<file path="src/rtl/seq_detect_pkg.sv">
// seq_detect_pkg
// Shared encodings and constants for the time-multiplexed bit-pattern
// detector: detector state codes, scheduler state codes, byte width and the
// width of a per-byte hit count.
package seq_detect_pkg;

    localparam int BYTE_W = 8;
    localparam int HIT_W  = 4;   // holds 0..8 hits per byte

    // Detector engine states. Encodings 3'b101..3'b111 are unused and
    // recover to S0.
    typedef enum logic [2:0] {
        S0 = 3'b000,
        S1 = 3'b001,
        S2 = 3'b010,
        S3 = 3'b011,
        S4 = 3'b100
    } det_state_e;

    typedef enum logic [1:0] {
        IDLE  = 2'b00,
        LOAD  = 2'b01,
        SHIFT = 2'b10,
        STORE = 2'b11
    } sched_state_e;

endpackage

</file>
<file path="src/rtl/seq_detect_step.sv">
// seq_detect_step
// One combinational step of the serial Mealy detector.
// Ports:
//   state      in  3  current detector state
//   x          in  1  input bit
//   next_state out 3  state after consuming x
//   y          out 1  hit flag for this bit
module seq_detect_step
    import seq_detect_pkg::*;
(
    input  logic [2:0] state,
    input  logic       x,
    output logic [2:0] next_state,
    output logic       y
);

    always_comb begin
        next_state = S0;
        y          = 1'b0;
        case (state)
            S0: next_state = x ? S1 : S0;
            S1: next_state = x ? S3 : S2;
            S2: next_state = x ? S3 : S0;
            S3: begin
                next_state = x ? S3 : S4;
                y          = x;
            end
            S4: begin
                next_state = x ? S3 : S0;
                y          = x;
            end
            default: begin
                next_state = S0;
                y          = 1'b0;
            end
        endcase
    end

endmodule

</file>
<file path="src/rtl/seq_detect_sched.sv">
// seq_detect_sched
// Shares one serial detector engine among NCH byte channels. A round-robin
// arbiter grants one pending byte, the channel's saved detector context is
// restored, the byte is shifted through MSB-first, then the context and a
// saturating per-channel hit counter are written back.
//
// Handshake: req_ready[i] is a one-cycle pulse raised in IDLE for the granted
// channel while its req_valid[i] is high; the byte on req_data is taken in
// that same cycle, so the source may change or drop it afterwards.
//
// Ports:
//   clk, reset   clock, asynchronous active-high reset
//   req_valid    per-channel byte pending
//   req_data     per-channel byte, channel i in [8i+7:8i]
//   req_ready    one-hot accept pulse
//   ch_clr       per-channel synchronous clear of context and counter
//   res_valid    one-cycle pulse when a byte finishes (STORE)
//   res_ch       channel of the finished byte (held until next STORE)
//   res_hits     hits in the finished byte (held until next STORE)
//   hit_cnt      per-channel saturating hit counters, channel i in [CWi+CW-1:CWi]
//   busy         scheduler not in IDLE
//   dbg_state    current scheduler state
module seq_detect_sched
    import seq_detect_pkg::*;
#(
    parameter int NCH = 4,
    parameter int CW  = 16
) (
    input  logic                  clk,
    input  logic                  reset,
    input  logic [NCH-1:0]        req_valid,
    input  logic [8*NCH-1:0]      req_data,
    output logic [NCH-1:0]        req_ready,
    input  logic [NCH-1:0]        ch_clr,
    output logic                  res_valid,
    output logic [2:0]            res_ch,
    output logic [HIT_W-1:0]      res_hits,
    output logic [CW*NCH-1:0]     hit_cnt,
    output logic                  busy,
    output sched_state_e          dbg_state
);

    localparam int IW = (NCH > 1) ? $clog2(NCH) : 1;
    localparam int SW = CW + HIT_W;
    localparam logic [CW-1:0] CNT_MAX = '1;

    sched_state_e          state_q, state_d;
    logic [IW-1:0]         rr_ptr_q, rr_ptr_d;
    logic [IW-1:0]         gnt_q, gnt_d;
    logic [BYTE_W-1:0]     shreg_q, shreg_d;
    logic [2:0]            eng_q, eng_d;
    logic [HIT_W-1:0]      acc_q, acc_d;
    logic [2:0]            bit_cnt_q, bit_cnt_d;
    logic                  clr_seen_q, clr_seen_d;
    logic [2:0]            res_ch_q, res_ch_d;
    logic [HIT_W-1:0]      res_hits_q, res_hits_d;
    logic [2:0]            ctx_q [NCH];
    logic [2:0]            ctx_d [NCH];
    logic [CW-1:0]         cnt_q [NCH];
    logic [CW-1:0]         cnt_d [NCH];

    logic [BYTE_W-1:0]     req_byte [NCH];
    logic                  any_valid;
    logic [IW-1:0]         pick;
    logic [2:0]            step_next;
    logic                  step_y;
    logic [SW-1:0]         cnt_sum;
    logic [CW-1:0]         cnt_sat;

    for (genvar g = 0; g < NCH; g++) begin : g_unpack
        assign req_byte[g]          = req_data[8*g +: 8];
        assign hit_cnt[CW*g +: CW]  = cnt_q[g];
    end

    // First valid channel at or after rr_ptr, wrapping.
    always_comb begin
        int idx;
        any_valid = 1'b0;
        pick      = '0;
        idx       = 0;
        for (int i = 0; i < NCH; i++) begin
            idx = int'(rr_ptr_q) + i;
            if (idx >= NCH) idx = idx - NCH;
            if (!any_valid && req_valid[IW'(idx)]) begin
                any_valid = 1'b1;
                pick      = IW'(idx);
            end
        end
    end

    seq_detect_step u_step (
        .state      (eng_q),
        .x          (shreg_q[BYTE_W-1]),
        .next_state (step_next),
        .y          (step_y)
    );

    assign cnt_sum = SW'(cnt_q[gnt_q]) + SW'(res_hits_q);
    assign cnt_sat = (cnt_sum > SW'(CNT_MAX)) ? CNT_MAX : cnt_sum[CW-1:0];

    always_comb begin
        state_d    = state_q;
        rr_ptr_d   = rr_ptr_q;
        gnt_d      = gnt_q;
        shreg_d    = shreg_q;
        eng_d      = eng_q;
        acc_d      = acc_q;
        bit_cnt_d  = bit_cnt_q;
        clr_seen_d = clr_seen_q;
        res_ch_d   = res_ch_q;
        res_hits_d = res_hits_q;
        ctx_d      = ctx_q;
        cnt_d      = cnt_q;
        req_ready  = '0;

        case (state_q)
            IDLE: begin
                if (any_valid) begin
                    req_ready[pick] = 1'b1;
                    gnt_d           = pick;
                    shreg_d         = req_byte[pick];
                    clr_seen_d      = 1'b0;
                    state_d         = LOAD;
                end
            end
            LOAD: begin
                eng_d      = ctx_q[gnt_q];
                acc_d      = '0;
                bit_cnt_d  = '0;
                clr_seen_d = clr_seen_q | ch_clr[gnt_q];
                state_d    = SHIFT;
            end
            SHIFT: begin
                eng_d      = step_next;
                shreg_d    = {shreg_q[BYTE_W-2:0], 1'b0};
                acc_d      = acc_q + HIT_W'(step_y);
                bit_cnt_d  = bit_cnt_q + 3'd1;
                clr_seen_d = clr_seen_q | ch_clr[gnt_q];
                if (bit_cnt_q == 3'd7) begin
                    // Result is registered here so it is visible during STORE.
                    res_hits_d = acc_d;
                    res_ch_d   = 3'(gnt_q);
                    state_d    = STORE;
                end
            end
            STORE: begin
                // A clear seen at any point of service discards the writeback.
                if (!(clr_seen_q || ch_clr[gnt_q])) begin
                    ctx_d[gnt_q] = eng_q;
                    cnt_d[gnt_q] = cnt_sat;
                end
                rr_ptr_d = (gnt_q == IW'(NCH - 1)) ? '0 : gnt_q + 1'b1;
                state_d  = IDLE;
            end
            default: state_d = IDLE;
        endcase

        // Clears are applied last so they win over a same-cycle writeback.
        for (int i = 0; i < NCH; i++) begin
            if (ch_clr[i]) begin
                ctx_d[i] = S0;
                cnt_d[i] = '0;
            end
        end
    end

    always_ff @(posedge clk or posedge reset) begin
        if (reset) begin
            state_q    <= IDLE;
            rr_ptr_q   <= '0;
            gnt_q      <= '0;
            shreg_q    <= '0;
            eng_q      <= S0;
            acc_q      <= '0;
            bit_cnt_q  <= '0;
            clr_seen_q <= 1'b0;
            res_ch_q   <= '0;
            res_hits_q <= '0;
            for (int i = 0; i < NCH; i++) begin
                ctx_q[i] <= S0;
                cnt_q[i] <= '0;
            end
        end else begin
            state_q    <= state_d;
            rr_ptr_q   <= rr_ptr_d;
            gnt_q      <= gnt_d;
            shreg_q    <= shreg_d;
            eng_q      <= eng_d;
            acc_q      <= acc_d;
            bit_cnt_q  <= bit_cnt_d;
            clr_seen_q <= clr_seen_d;
            res_ch_q   <= res_ch_d;
            res_hits_q <= res_hits_d;
            for (int i = 0; i < NCH; i++) begin
                ctx_q[i] <= ctx_d[i];
                cnt_q[i] <= cnt_d[i];
            end
        end
    end

    assign res_valid = (state_q == STORE);
    assign res_ch    = res_ch_q;
    assign res_hits  = res_hits_q;
    assign busy      = (state_q != IDLE);
    assign dbg_state = state_q;

endmodule
</file>
<file path="config.mk">
export PLATFORM = sky130hd
export DESIGN_NAME = seq_detect_sched
export DESIGN_NICKNAME = d
export VERILOG_FILES = /design/src/rtl/seq_detect_pkg.sv /design/src/rtl/seq_detect_step.sv /design/src/rtl/seq_detect_sched.sv
export SDC_FILE = /design/constraint.sdc
export NUM_CORES = 1
export LEC_CHECK = 0
export CORE_UTILIZATION = 57
export CTS_BUF_LIST = sky130_fd_sc_hd__clkbuf_2
export CTS_CLUSTER_DIAMETER = 80
export DETAILED_ROUTE_END_ITERATION = 6
export GPL_ROUTABILITY_DRIVEN = 0
export PLACE_DENSITY = 0.88
export REMOVE_ABC_BUFFERS = 1
export SYNTH_ARGS = -nofsm -noshare
export SYNTH_HDL_FRONTEND = slang
export SYNTH_SLANG_ARGS = --single-unit
</file>
<file path="constraint.sdc">
create_clock -name clk -period 9.8 [get_ports clk]
set_input_delay 2.94 -clock clk [delete_from_list [all_inputs] [get_ports clk]]
set_output_delay 2.94 -clock clk [all_outputs]
set_load 0.005 [all_outputs]
</file>
# ---- After elaboration in Yosys (flattened, before gate mapping)
# Index checks and enable logic that the tools add are counted.
dict set report totals {
  n_memories 0
  input_bits 42
  output_inout_bits 79
  ram_bits 0
  mem_bits_ro 0
  wordCells 168
  latchBits 0
  register_bits 107
}
dict set report classes {
  div_mod_pow 0
  n_eq_ne 15
  multipliers 0
  n_shift 0
  muxes 75
  magnitude_cmp 15
  reduce_logical 31
  n_addsub 11
  bitwise_logic 3
}
# operator n
set ops {}
lappend ops {{2-to-1 mux 16 bit} 8}
lappend ops {{2-to-1 mux 64 bit} 2}
lappend ops {{bitwise mux 64 bit} 1}
lappend ops {{binary-select mux 16 bit (select 2 bit)} 1}
lappend ops {{demux 16 bit (select 2 bit)} 1}
lappend ops {{2-to-1 mux 12 bit} 2}
lappend ops {{2-to-1 mux 2 bit} 12}
lappend ops {{2-to-1 mux 3 bit} 8}
lappend ops {{2-to-1 mux 8 bit} 3}
lappend ops {{2-to-1 mux 1 bit} 18}
lappend ops {{AND reduction 2 bit} 9}
lappend ops {{adder 16 x 4 -> 17 bit} 1}
lappend ops {{greater-than comparator 17 x 16 -> 1 bit, second input constant} 1}
lappend ops {{binary-select mux 8 bit (select 2 bit)} 1}
lappend ops {{< comparator 2 x 4 -> 1 bit, second input constant} 4}
lappend ops {{one-hot mux 8 bit (2 select lines)} 1}
lappend ops {{nonzero test 2 bit} 8}
lappend ops {{>= comparator 3 bit, second input constant} 5}
lappend ops {{bitwise mux 12 bit} 1}
lappend ops {{inequality test 2 bit, second input constant} 6}
lappend ops {{one-hot mux 3 bit (2 select lines)} 2}
lappend ops {{one-hot mux 3 bit (4 select lines)} 1}
lappend ops {{binary-select mux 1 bit (select 2 bit)} 5}
lappend ops {{2-to-1 mux 4 bit} 2}
lappend ops {{other kinds (29)} 47}

# ---- Longest topological paths before layout
dict set report logic_depth {
  word_depth 21
  mapped_depth 12
}

# ---- By module
# From an unflattened synthesis, not the netlist that was laid out.
dict set report unflattened {
  hier_cells 535
  area_unflattened_um2 5740.5
}
# module area_per_inst_um2 instances seq_area_each_um2 cells_per_inst
set by_module_without_submodules {}
lappend by_module_without_submodules {seq_detect_sched 5670.4 1 2677.6 525}
lappend by_module_without_submodules {seq_detect_step 70.1 1 0.0 10}

# ---- Worst setup path after synthesis
# Ideal clock, no wire load.
dict set report synth_timing {
  path_kind {input port to output port}
  startpoint {in req_valid[2]}
  endpoint {out req_ready[1]}
  stages 5
  arrival_time_ns 4.025
  required_time_ns 6.860
  setup_slack_ns 2.835
  path_cell_list {nor2b_1 > o21ai_1 > nand3_1 > clkbuf_1 > nor3_1}
}
dict set report synth_between {
  elab_chain_len 19
  elab_cells_between_ends 33
  cone_classes {order compare (2); mux (24); reduce/logical (7)}
}
# item line
set synth_rtl {}
lappend synth_rtl {{start, declared} seq_detect_sched.sv:31} ;# input logic [NCH-1:0] req_valid,
lappend synth_rtl {{binary-select mux 1 bit (select 2 bit)} seq_detect_sched.sv:84} ;# if (!any_valid && req_valid[IW'(idx)]) begin
lappend synth_rtl {{2-to-1 mux 1 bit (implied by the code) (2 in series)} seq_detect_sched.sv:84}
lappend synth_rtl {{2-to-1 mux 1 bit} seq_detect_sched.sv:84}
lappend synth_rtl {{zero test 1 bit} seq_detect_sched.sv:84}
lappend synth_rtl {{logical AND 1 bit} seq_detect_sched.sv:84}
lappend synth_rtl {{2-to-1 mux 1 bit} seq_detect_sched.sv:84}
lappend synth_rtl {{zero test 1 bit} seq_detect_sched.sv:84}
lappend synth_rtl {{logical AND 1 bit} seq_detect_sched.sv:84}
lappend synth_rtl {{(+2 left out)} --}
lappend synth_rtl {{logical AND 1 bit} seq_detect_sched.sv:84}
lappend synth_rtl {{2-to-1 mux 2 bit} seq_detect_sched.sv:84}
lappend synth_rtl {{< comparator 2 x 3 -> 1 bit (implied by the code) / >= comparator 2 x 1 -> 1 bit (equally long branches)} seq_detect_sched.sv:119} ;# req_ready[pick] = 1'b1;
lappend synth_rtl {{logical AND 1 bit (implied by the code)} seq_detect_sched.sv:119}
lappend synth_rtl {{2-to-1 mux 1 bit (implied by the code)} seq_detect_sched.sv:119}
lappend synth_rtl {{demux 1 bit (select 2 bit)} seq_detect_sched.sv:119}
lappend synth_rtl {{2-to-1 mux 4 bit *} seq_detect_sched.sv:118} ;# if (any_valid) begin
lappend synth_rtl {{2-to-1 mux 4 bit *} seq_detect_sched.sv:116} ;# case (state_q)
lappend synth_rtl {{end, declared} seq_detect_sched.sv:33} ;# output logic [NCH-1:0] req_ready,
# Mark *: on every way between the ends. The rest lies on a longest branch, timed or not. The select of a mux whose other input is x is not followed.

# ---- Worst setup path after layout
dict set report layout_timing {
  startpoint {in req_valid[2]}
  endpoint {out req_ready[3]}
}
# Same word-level chain as after synthesis.

==> results_dict.tcl <==
set metrics [dict create \
    antenna_found_initial 0 \
    via_per_inst 6.365 \
    fp.dieH_um 102.6 \
    path_cells "clkdlybuf4s50_1 -> nor2b_1 -> o21ai_1 -> nand3_1 -> nor3_1 -> clkdlybuf4s50_1" \
    synth_edf_count 0 \
    clock_skew_ns 0.04887 \
    hpwl_um 10560 \
    slowest_delay_ns 0.65 \
    synth_xor_xnor_area_share 0.009107 \
    die_w_um 102.6 \
    syn_area_um2 5771 \
    worstSetupPathType "in -> out" \
    grtUsageMet3 0.05763 \
    worst-path-stages 6 \
    synth_mux_area_frac 0.1054 \
    instances_no_fill 764 \
    crit_fanout 17 \
    clk_latency_ns 0.61 \
    ys_types 56 \
    ant_nets 0 \
    vdd_ir_drop_max_uv 143.0 \
    worstRegToRegCells 11 \
    required_ns 6.86 \
    busiest_layer "met2" \
    critPathTopFamily "simple AND/OR/NAND/NOR gates" \
    fin_crit_ns 8.746 \
    fmax_mhz 114.3 \
    drive_above_1_share 0.1458 \
    cts.htree.levels 3 \
    dp_cells 748 \
    slew_headroom 0.2062 \
    grt_usage 0.2960 \
    drt_drc_violations_left 0 \
    initial_core_util 0.5904 \
    vias 4863 \
    cts_tree "built" \
    ys_dominant_reg_cell "dfrtp_1" \
    synthSimpleGateAreaFrac 0.1310 \
    antennaDiodeCount 0 \
    first_global_vias 4721 \
    cp-start-kind "input port" \
    clockBufferDepth 2 \
    die_area_um2 10530 \
    critPathMostFrequentCell "clkdlybuf4s50_1" \
    firstDrtPassIters 5 \
    ys_seq_area_frac 0.4640 \
    cap_violations 0 \
    grt_max_degree 68 \
    synth-adder-area-share 0.03599 \
    p_seq_frac 0.433 \
    synth-compound-area-share 0.2116 \
    fin_setup_tns_ns 0 \
    dr.first_iter.drc_count 400 \
    drv_slew 0 \
    pwr-share-comb 0.385 \
    overflow 0 \
    cts_setup_buffers 0 \
    clock-sinks 107 \
    num_rows 36 \
    core-area_um2 9774 \
    async_reset_ff_frac 1.000 \
    synthCells 520 \
    rr_endpoint "hit_cnt[30]$_DFFE_PP0P_" \
    hold_viol 0 \
    syn_avg_cell_area_um2 11.10 \
    switching_share 0.3907 \
    rsz0062_at_grt "no" \
    synth_seq_cells 107 \
    cp_slowest_cell "o21ai_1" \
    yosysWarnings 0 \
    path_buf_inv 2 \
    outcome "finished clean" \
    cp_data_arrival_time_ns 5.81 \
    setup_violations 0 \
    port_buffers 119 \
    clkPwrFrac 0.182 \
    cts-resized-gates 0 \
    power.density_nw_per_um2 173.7 \
    critPathLaunch "req_valid[2]" \
    p_int_mw 0.7548 \
    wl_um 15360 \
    cts-root-buf "clkbuf_2" \
    met2_usage 0.4800 \
    power_mw 1.239 \
    tightest_slew_ns 1.191 \
    end_kind "output pin" \
    p_leak_nw 3.022 \
    rrSetupSlack_ns 6.41 \
    net-switching-power_mw 0.4840 \
    fin_ws_ns 1.054 \
    nNetsFinal 684 \
    synth_top_family_by_area "compound AO/OA/AOI/OAI gates" \
    post-place-ws_ns 1.141 \
    clk_pin_slew_worst_paths_ns 0.28 \
    fin_crit_sh 0.8924 \
    r2r-start "gnt_q[0]$_DFFE_PP0P_" \
    cts_buffers 9 \
    grt_first_pass_wirelength_um 23670 \
    ios 121 \
    endpoint "req_ready[3]" \
    use_met1 0.3934 \
    avgRoutedWirePerCell_um 20.10 \
    area_delta_synth_final_pct 23.57 \
    hold_buffers 0 \
    holdCritPathClass "reg -> reg" \
]
## registers in the layout, indices dropped and copies added, names as in the netlist
name and flops:
acc_q 4, bit_cnt_q 3, clr_seen_q 1, ctx_q 12
dbg_state 2, eng_q 3, gnt_q 2, hit_cnt 64
res_ch 2, res_hits 4, rr_ptr_q 2, shreg_q 8
## worst min-delay path: cells and delay by family, from the launching register on
kind,cells,cell delay [ns]
DFF,1,0.41
AOI/OAI and AO/OA,1,0.06
and+or+nand+nor,1,0.04
## through the flow
step | hold WS, ns | instance area, um2 | util
finish | 0.5251 | 7131 | 0.7295
global route | 0.5509 | 7131 | 0.7295
CTS | 0.5252 | 7131 | 0.7295
detailed placement | 0.4694 | 6999 | 0.7161
global placement | 0.4584 | 6999 | 0.7161
floorplan | 0.4446 | 5602 | -
## per-layer routing
metal | share of wire | routed length (um)
met4 | 0.029 | 443
met3 | 0.074 | 1142
met5 | 0 | 0
met1 | 0.41 | 6246
met2 | 0.49 | 7524
## worst min path at each step
stage / startpoint / endpoint / slack (ns) / cells past startpoint
after global placement: ctx_q[7]$_DFFE_PP0P_ / ctx_q[7]$_DFFE_PP0P_ / 0.46 / 2
after global routing: shreg_q[5]$_DFFE_PP0P_ / shreg_q[5]$_DFFE_PP0P_ / 0.55 / 1
after CTS: ctx_q[4]$_DFFE_PP0P_ / ctx_q[4]$_DFFE_PP0P_ / 0.53 / 2
final: ctx_q[4]$_DFFE_PP0P_ / ctx_q[4]$_DFFE_PP0P_ / 0.53 / 2
after detailed placement: ctx_q[4]$_DFFE_PP0P_ / ctx_q[4]$_DFFE_PP0P_ / 0.47 / 2
after floorplan: ctx_q[4]$_DFFE_PP0P_ / ctx_q[4]$_DFFE_PP0P_ / 0.44 / 2
## cell usage in the layout (no fill, tap or decap), drive strengths merged, types with 5 or more instances in the layout
cell           instances
a22o                  48
clkbuf                 9
or2                    5
o311ai                 7
nand3                 13
nor2                  20
a21oi                 12
nand4                  5
mux2i                  6
mux4                  20
clkdlybuf4s50        119
o21a                  10
a211oi                15
o21ai                 51
nand2                 67
nor3                   9
mux2                   5
ha                    15
dfrtp                107
inv                   23
and4                  15
buf                    5
## Yosys cell counts (4+ instances only)
| master | count | share of area |
|---|---|---|
| and4_1 | 14 | 0.021 |
| nand2b_1 | 4 | 0.0043 |
| o21ai_0 | 44 | 0.038 |
| buf_6 | 5 | 0.0098 |
| nand3_1 | 13 | 0.011 |
| a22o_1 | 11 | 0.017 |
| nor2_2 | 4 | 0.0043 |
| o21ai_1 | 5 | 0.0043 |
| o21a_1 | 10 | 0.013 |
| ha_1 | 15 | 0.033 |
| clkbuf_1 | 16 | 0.010 |
| or2_4 | 4 | 0.0061 |
| dfrtp_1 | 107 | 0.46 |
| mux2_2 | 5 | 0.0098 |
| inv_1 | 20 | 0.013 |
| buf_4 | 5 | 0.0065 |
| nand4_1 | 4 | 0.0043 |
| a21oi_1 | 8 | 0.0069 |
| nor2_1 | 16 | 0.010 |
| nor2b_1 | 4 | 0.0043 |
| nand2_1 | 66 | 0.043 |
| o311ai_0 | 7 | 0.011 |
| a21oi_2 | 4 | 0.0061 |
| a22o_2 | 37 | 0.064 |
| mux4_2 | 9 | 0.035 |
| nor3_1 | 9 | 0.0078 |
| a211oi_1 | 15 | 0.020 |
| mux2i_1 | 6 | 0.010 |
| mux4_1 | 11 | 0.050 |
## power groups by stage
stage,Combinational (mW),Sequential (mW),Clock (mW)
5_1_grt,0.521,0.543,0.239
6_report,0.477,0.536,0.226
3_3_place_gp,0.450,0.539,0
2_1_floorplan,0.294,0.555,0
3_5_place_dp,0.470,0.541,0
4_1_cts,0.472,0.534,0.225
## kinds of logic after synthesis
group | after synthesis
buffers and inverters | 49
adders and majority gates | 16
other | 1
AOI/OAI and AO/OA | 163
xor gates and xnor gates | 6
and+or+nand+nor | 147
muxes | 31
DFF | 107
## cell type report
class                      count  area, um2
clock buffer                   9      45.04
clock inverter                 7      86.33
fill                         697       2644
inverter                      20      77.57
multi-input combinational    364       2849
sequential                   107       2678
tap                          133      166.4
timing repair buffer         124       1229
Note: power is estimated with default switching activity, not from simulation.
